===== src/rtl/fwd_hazard_unit_pkg.sv =====
// rtl/fwd_hazard_unit_pkg.sv - shared constants for the forwarding/hazard unit
//
// Purpose: bypass-select encoding and pipeline stage index names used by
//          fwd_hazard_unit and fwd_match.
// Ports:   none (package).
package fwd_hazard_unit_pkg;

  // byp_sel value meaning "take the operand from the register file";
  // any other value k+1 means "forward from tracked stage k".
  localparam int SEL_RF = 0;

  // Tracked stage indices after ID.
  localparam int STG_EX = 0;
  localparam int STG_DM = 1;
  localparam int STG_WB = 2;

  // Width of the saturating stall counter.
  localparam int CNT_W = 16;

endpackage


===== src/rtl/fwd_hazard_unit_fwd_match.sv =====
// rtl/fwd_hazard_unit_fwd_match.sv - per-read-port youngest-producer matcher
//
// Purpose: for one ID read port, find the youngest tracked stage whose
//          instruction writes the port's source register.
// Ports:   re       - port read enable
//          src      - port source register address
//          tbl_vld  - per-stage valid bits (bit k = stage k)
//          tbl_we   - per-stage write-enable bits
//          tbl_ld   - per-stage load bits
//          tbl_dst  - per-stage destination addresses, packed AW bits per stage
//          hit      - some stage matches
//          k        - index of the youngest matching stage
//          is_ld    - the youngest matching stage holds a load
module fwd_match #(
  parameter int AW    = 4,
  parameter int DEPTH = 3,
  parameter int KW    = 2
) (
  input  logic               re,
  input  logic [AW-1:0]      src,
  input  logic [DEPTH-1:0]   tbl_vld,
  input  logic [DEPTH-1:0]   tbl_we,
  input  logic [DEPTH-1:0]   tbl_ld,
  input  logic [DEPTH*AW-1:0] tbl_dst,
  output logic               hit,
  output logic [KW-1:0]      k,
  output logic               is_ld
);

  // Scan oldest to youngest so the lowest matching index wins.
  // R0 is hard-wired zero, so a read of R0 never forwards.
  always_comb begin
    hit   = 1'b0;
    k     = '0;
    is_ld = 1'b0;
    for (int i = DEPTH - 1; i >= 0; i--) begin
      if (re && (src != '0) && tbl_vld[i] && tbl_we[i] &&
          (tbl_dst[i*AW +: AW] == src)) begin
        hit   = 1'b1;
        k     = KW'(i);
        is_ld = tbl_ld[i];
      end
    end
  end

endmodule


===== src/rtl/fwd_hazard_unit.sv =====
// rtl/fwd_hazard_unit.sv - operand forwarding and load-use hazard unit
//
// Purpose: tracks in-flight writers after ID, selects a bypass source per ID
//          read port, stalls on load-use, and handles halt/drain.
// Ports:   clk, rst_n         - clock, asynchronous active-low reset
//          id_vld             - ID holds a valid instruction
//          id_we, id_ld       - ID instruction writes the RF / is a load
//          id_dst             - ID destination register
//          id_src, id_re      - packed source addresses / per-port read enables
//          flush              - kill the ID instruction this cycle
//          hlt                - ID instruction is a halt
//          stall              - hold IM_ID and insert a bubble into EX
//          byp_sel            - per port: 0 = RF, k+1 = forward from stage k
//          halted, drained    - sticky halt / halted with an empty pipeline
//          stall_cnt          - saturating count of stall cycles
module fwd_hazard_unit
  import fwd_hazard_unit_pkg::*;
#(
  parameter int NREG   = 16,
  parameter int NRD    = 2,
  parameter int DEPTH  = 3,
  parameter int LD_LAT = 1
) (
  input  logic                                clk,
  input  logic                                rst_n,
  input  logic                                id_vld,
  input  logic                                id_we,
  input  logic                                id_ld,
  input  logic [$clog2(NREG)-1:0]             id_dst,
  input  logic [NRD*$clog2(NREG)-1:0]         id_src,
  input  logic [NRD-1:0]                      id_re,
  input  logic                                flush,
  input  logic                                hlt,
  output logic                                stall,
  output logic [NRD*$clog2(DEPTH+1)-1:0]      byp_sel,
  output logic                                halted,
  output logic                                drained,
  output logic [CNT_W-1:0]                    stall_cnt
);

  localparam int AW = $clog2(NREG);
  localparam int SW = $clog2(DEPTH + 1);
  localparam int KW = (DEPTH > 1) ? $clog2(DEPTH) : 1;
  localparam logic [KW-1:0] LD_LAT_K = KW'(LD_LAT);

  // In-flight instruction table, stage k in bit k.
  logic [DEPTH-1:0]    t_vld;
  logic [DEPTH-1:0]    t_we;
  logic [DEPTH-1:0]    t_ld;
  logic [DEPTH*AW-1:0] t_dst;

  logic [NRD-1:0] hit;
  logic [NRD-1:0] hit_ld;
  logic [NRD-1:0] load_use;
  logic [KW-1:0]  hit_k [NRD];

  logic issue;

  for (genvar p = 0; p < NRD; p++) begin : g_port
    fwd_match #(
      .AW    (AW),
      .DEPTH (DEPTH),
      .KW    (KW)
    ) u_match (
      .re      (id_re[p]),
      .src     (id_src[p*AW +: AW]),
      .tbl_vld (t_vld),
      .tbl_we  (t_we),
      .tbl_ld  (t_ld),
      .tbl_dst (t_dst),
      .hit     (hit[p]),
      .k       (hit_k[p]),
      .is_ld   (hit_ld[p])
    );

    assign byp_sel[p*SW +: SW] = hit[p] ? (SW'(hit_k[p]) + SW'(1)) : SW'(SEL_RF);

    // Only the youngest producer matters: an older load shadowed by a
    // younger non-load writer never reaches this term.
    assign load_use[p] = hit[p] & hit_ld[p] & (hit_k[p] < LD_LAT_K);
  end

  // flush wins over stall; a flushed instruction is simply dropped.
  assign stall   = id_vld & ~flush & (|load_use);
  assign issue   = id_vld & ~stall & ~flush & ~halted;
  assign drained = halted & ~(|t_vld);

  always_ff @(posedge clk or negedge rst_n) begin
    if (!rst_n) begin
      t_vld <= '0;
      t_we  <= '0;
      t_ld  <= '0;
      t_dst <= '0;
    end else begin
      for (int i = DEPTH - 1; i >= 1; i--) begin
        t_vld[i]          <= t_vld[i-1];
        t_we[i]           <= t_we[i-1];
        t_ld[i]           <= t_ld[i-1];
        t_dst[i*AW +: AW] <= t_dst[(i-1)*AW +: AW];
      end
      // Stalled, flushed or post-halt cycles enter EX as a bubble.
      t_vld[STG_EX]           <= issue;
      t_we[STG_EX]            <= id_we;
      t_ld[STG_EX]            <= id_ld;
      t_dst[STG_EX*AW +: AW]  <= id_dst;
    end
  end

  always_ff @(posedge clk or negedge rst_n) begin
    if (!rst_n) begin
      halted <= 1'b0;
    end else if (id_vld && hlt && !flush && !stall) begin
      halted <= 1'b1;
    end
  end

  always_ff @(posedge clk or negedge rst_n) begin
    if (!rst_n) begin
      stall_cnt <= '0;
    end else if (stall && (stall_cnt != {CNT_W{1'b1}})) begin
      stall_cnt <= stall_cnt + CNT_W'(1);
    end
  end

endmodule


===== config.mk =====
export PLATFORM = sky130hd
export DESIGN_NAME = fwd_hazard_unit
export DESIGN_NICKNAME = d
export VERILOG_FILES = /design/src/rtl/fwd_hazard_unit_pkg.sv /design/src/rtl/fwd_hazard_unit_fwd_match.sv /design/src/rtl/fwd_hazard_unit.sv
export SDC_FILE = /design/constraint.sdc
export NUM_CORES = 1
export LEC_CHECK = 0
export CAP_MARGIN = 30
export CELL_PAD_IN_SITES_DETAIL_PLACEMENT = 1
export CELL_PAD_IN_SITES_GLOBAL_PLACEMENT = 1
export CORE_MARGIN = 1
export CORE_UTILIZATION = 35
export CTS_CLUSTER_DIAMETER = 60
export DETAILED_ROUTE_END_ITERATION = 7
export PLACE_DENSITY = 0.79
export SETUP_SLACK_MARGIN = 0.4
export SYNTH_ARGS = -nofsm -noshare
export SYNTH_HDL_FRONTEND = slang
export SYNTH_SLANG_ARGS = --single-unit
export TNS_END_PERCENT = 10

===== constraint.sdc =====
create_clock -name clk -period 4.6 [get_ports clk]
set_clock_uncertainty 0.15 [all_clocks]
set_input_delay 0.92 -clock clk [delete_from_list [all_inputs] [get_ports clk]]
set_output_delay 0.92 -clock clk [all_outputs]
set_load 0.005 [all_outputs]

==> flow_summary.json <==
{
  "status": "completed",
  "yosysWarnings": 0,
  "slowest_delay_ns": 0.50,
  "fp.dieH_um": 76.9,
  "syn_inst": 185,
  "max_cap_violations": 0,
  "pin_count": 44,
  "wl_per_cell_um": 15.4,
  "fin_ws_ns": 0.414,
  "grt_start_max_net_pins": 39,
  "antenna_found_initial": 0,
  "hold_ws_ns": 0.227,
  "cts_tree": "done",
  "critPathCaptureType": "primary output",
  "yosysTopAreaCell": "dfrtp_1",
  "initial_core_util_pct": 37.5,
  "critPathBufInv": 2,
  "swShare_pct": 23.8,
  "routed-via-count": 1610,
  "pre_cts_ws_ns": -0.0261,
  "maxSlewHeadroom_pct": 44.2,
  "tightest_slew_ns": 0.836,
  "drt_iter0_drc": 36,
  "pwr-share-clk_pct": 33.7,
  "maxClockFrequency_mhz": 239,
  "post-route-util_pct": 50.7,
  "firstDrtPassIters": 5,
  "crit_type": "input port to primary output",
  "die_area_um2": 5910,
  "synthTopCellsByArea": "dfrtp_1 48%, xnor2_1 8.9%, xor2_1 6.2%",
  "setup_viol": 0,
  "h-tree-depth": 2,
  "grtUsageTotal_pct": 17.8,
  "clkTransAtPathRegs_ns": 0.07,
  "required_ns": 3.53,
  "finalPower_mw": 0.620,
  "cp_top_family": "buffers and inverters",
  "power_leakage_nw": 1.10,
  "antennaDiodeCount": 0,
  "area_growth_pct": 35.2,
  "grt_pass1_wl_mm": 8.14,
  "synth_nets": 209,
  "holdCritPathClass": "flip-flop to flip-flop",
  "core_area_um2": 5240,
  "synth.avg_cell_area_um2": 10.6,
  "syn_area_um2": 1960,
  "slowest_stage": "clkdlybuf4s50_1",
  "antenna_left": 0,
  "ctsHoldBuffers": 0,
  "cp_max_fo": 5,
  "cp.arrival_ns": 3.12,
  "fin_nets": 269,
  "seqPwrFrac_pct": 56.6,
  "synth_common_cells": "38 x dfrtp_1, 20 x xnor2_1, 17 x nand3_1",
  "root_buffer": "clkbuf_8",
  "clockBufferDepth": 2,
  "place_hpwl_mm": 3.44,
  "routed_via_density": 5.11,
  "grt_pass1_vias": 1650,
  "finalMaxSlewViolations": 0,
  "grt-ovfl-total": 0,
  "hold_violations": 0,
  "synth-seq-cells": 38,
  "cp_cell_sequence": "clkdlybuf4s15_2 > xor2_1 > nor3_1 > o211ai_1 > or3_1 > nand2b_1 > ha_1 > o21a_1 > clkdlybuf4s50_1",
  "synth_top_area_share_pct": 48.4,
  "switchingPower_mw": 0.148,
  "gp_congestion": 0.797,
  "finalCritPeriodShare_pct": 91.0,
  "synth.most_common_cell": "dfrtp_1",
  "yosysSeqAreaShare_pct": 48.4,
  "synthDistinctLibCells": 35,
  "insertion_delay_ns": 0.28,
  "die_x_um": 76.9,
  "internal-power_mw": 0.472,
  "synthFlopType": "dfrtp_1",
  "p_comb_share_pct": 9.7,
  "synth-edff-count": 0,
  "rsz0062_at_grt": "yes",
  "cp-start-kind": "input port",
  "min_period_ns": 4.19,
  "layout-drive-gt1-share_pct": 17.6,
  "synth-async-reset-ratio_pct": 100,
  "cts_sinks": 38,
  "rows": 26,
  "portBuffers": 43,
  "drc": 0,
  "power.density_nw_per_um2": 234,
  "irDropWorstVdd_mv": 0.174,
  "numCtsBuffers": 5,
  "drt-total-wl_mm": 4.85
}
power groups by stage:
stage | sequential [mW] | combinational (mW) | clock (mW)
global placement | 0.357 | 0.0570 | 0
finish | 0.351 | 0.0600 | 0.209
floorplan | 0.354 | 0.0246 | 0
CTS | 0.351 | 0.0598 | 0.222
detailed placement | 0.357 | 0.0583 | 0
global route | 0.352 | 0.0655 | 0.237
sequential cells by signal, indices dropped and copies added (netlist names):
register   count
stall_cnt     16
t_dst         12
t_we           3
halted         1
t_vld          3
t_ld           3
kinds of logic (layout without fill, tap and decap cells):
kind of cell,after synthesis,after routing,share of synthesized area [%]
and+or+nand+nor,85,85,24.0
AOI/OAI and AO/OA,15,15,6.95
adders and majority gates,3,3,1.91
xor gates and xnor gates,34,34,15.2
DFF,38,38,48.4
muxes,3,3,1.72
buffers and inverters,7,67,1.85
metrics by stage:
stage          instance area, um2  instances  TNS (ns)
5_1_grt                      2650        315         0
3_5_place_dp                 2490        300   -0.0261
4_1_cts                      2650        315         0
3_3_place_gp                 2490        300         0
6_report                     2650        315         0
2_1_floorplan                1960        185         0
path summary, 6_finish.rpt:
path	startpoint	end	slack [ns]	cells after the start
worst max register to register	t_dst[6]	stall_cnt[2]	1.58	11
worst min register to register	t_ld[1]	t_ld[2]	0.23	0
worst min-delay path	t_ld[1]	t_ld[2]	0.23	0
min in group asynchronous	rst_n	stall_cnt[15]	0.58	1
worst max-delay path	id_src[2]	byp_sel[1]	0.41	9
max in group asynchronous	rst_n	t_dst[2]	3.19	1
final cells by class:
type | count | area [um2]
clock buffers | 5 | 68.8
multi-input cells | 140 | 1010
well taps | 70 | 87.6
repair buffers | 56 | 509
fillers | 579 | 2580
inverters | 4 | 15.0
flip-flops and latches | 38 | 951
clock inverters | 2 | 10.0
worst register-to-register path: cells and delay by family, from the launching register on:
kind            cells  cell delay (ns)
simple gates        4             0.79
buf+inv             2             0.40
fa+ha+maj           1             0.19
compound gates      2             0.60
xor+xnor            2             0.35
flops               1             0.42
placed cells by master (no fill, tap or decap), types with 2 or more instances in the layout:
cell and count:
o21ai_0 4, clkinv_2 2, nor4_1 3, buf_4 13, nand2_1 15, dlygate4sd2_1 4
nor3_1 6, nand4_1 8, inv_1 4, xor2_1 13, ha_1 3, mux2_2 3
nor2_1 10, clkdlybuf4s50_1 31, clkbuf_8 5, and3_1 8, nand3_1 16, or3_1 2
clkdlybuf4s15_2 3, and3_4 2, nand2b_1 2, xnor2_1 20, dfrtp_1 38, and2_1 3
o211ai_1 4, buf_2 3
timing repair:
item                       4_1_cts  5_1_grt
setup endpoints to repair        3        3
setup buffers                    8        0
gates resized for setup         24       11
pin swaps                        7        5
gates cloned                     0        0
per-layer routing:
layer	global-route usage (%)	share of wire, %	up-vias
li1	-	-	770
met1	21.2	43	794
met2	30.4	49	37
met3	4.88	5.1	9
met4	6.92	2.0	0
met5	0	0	-
(Power assumes the default switching activity.)
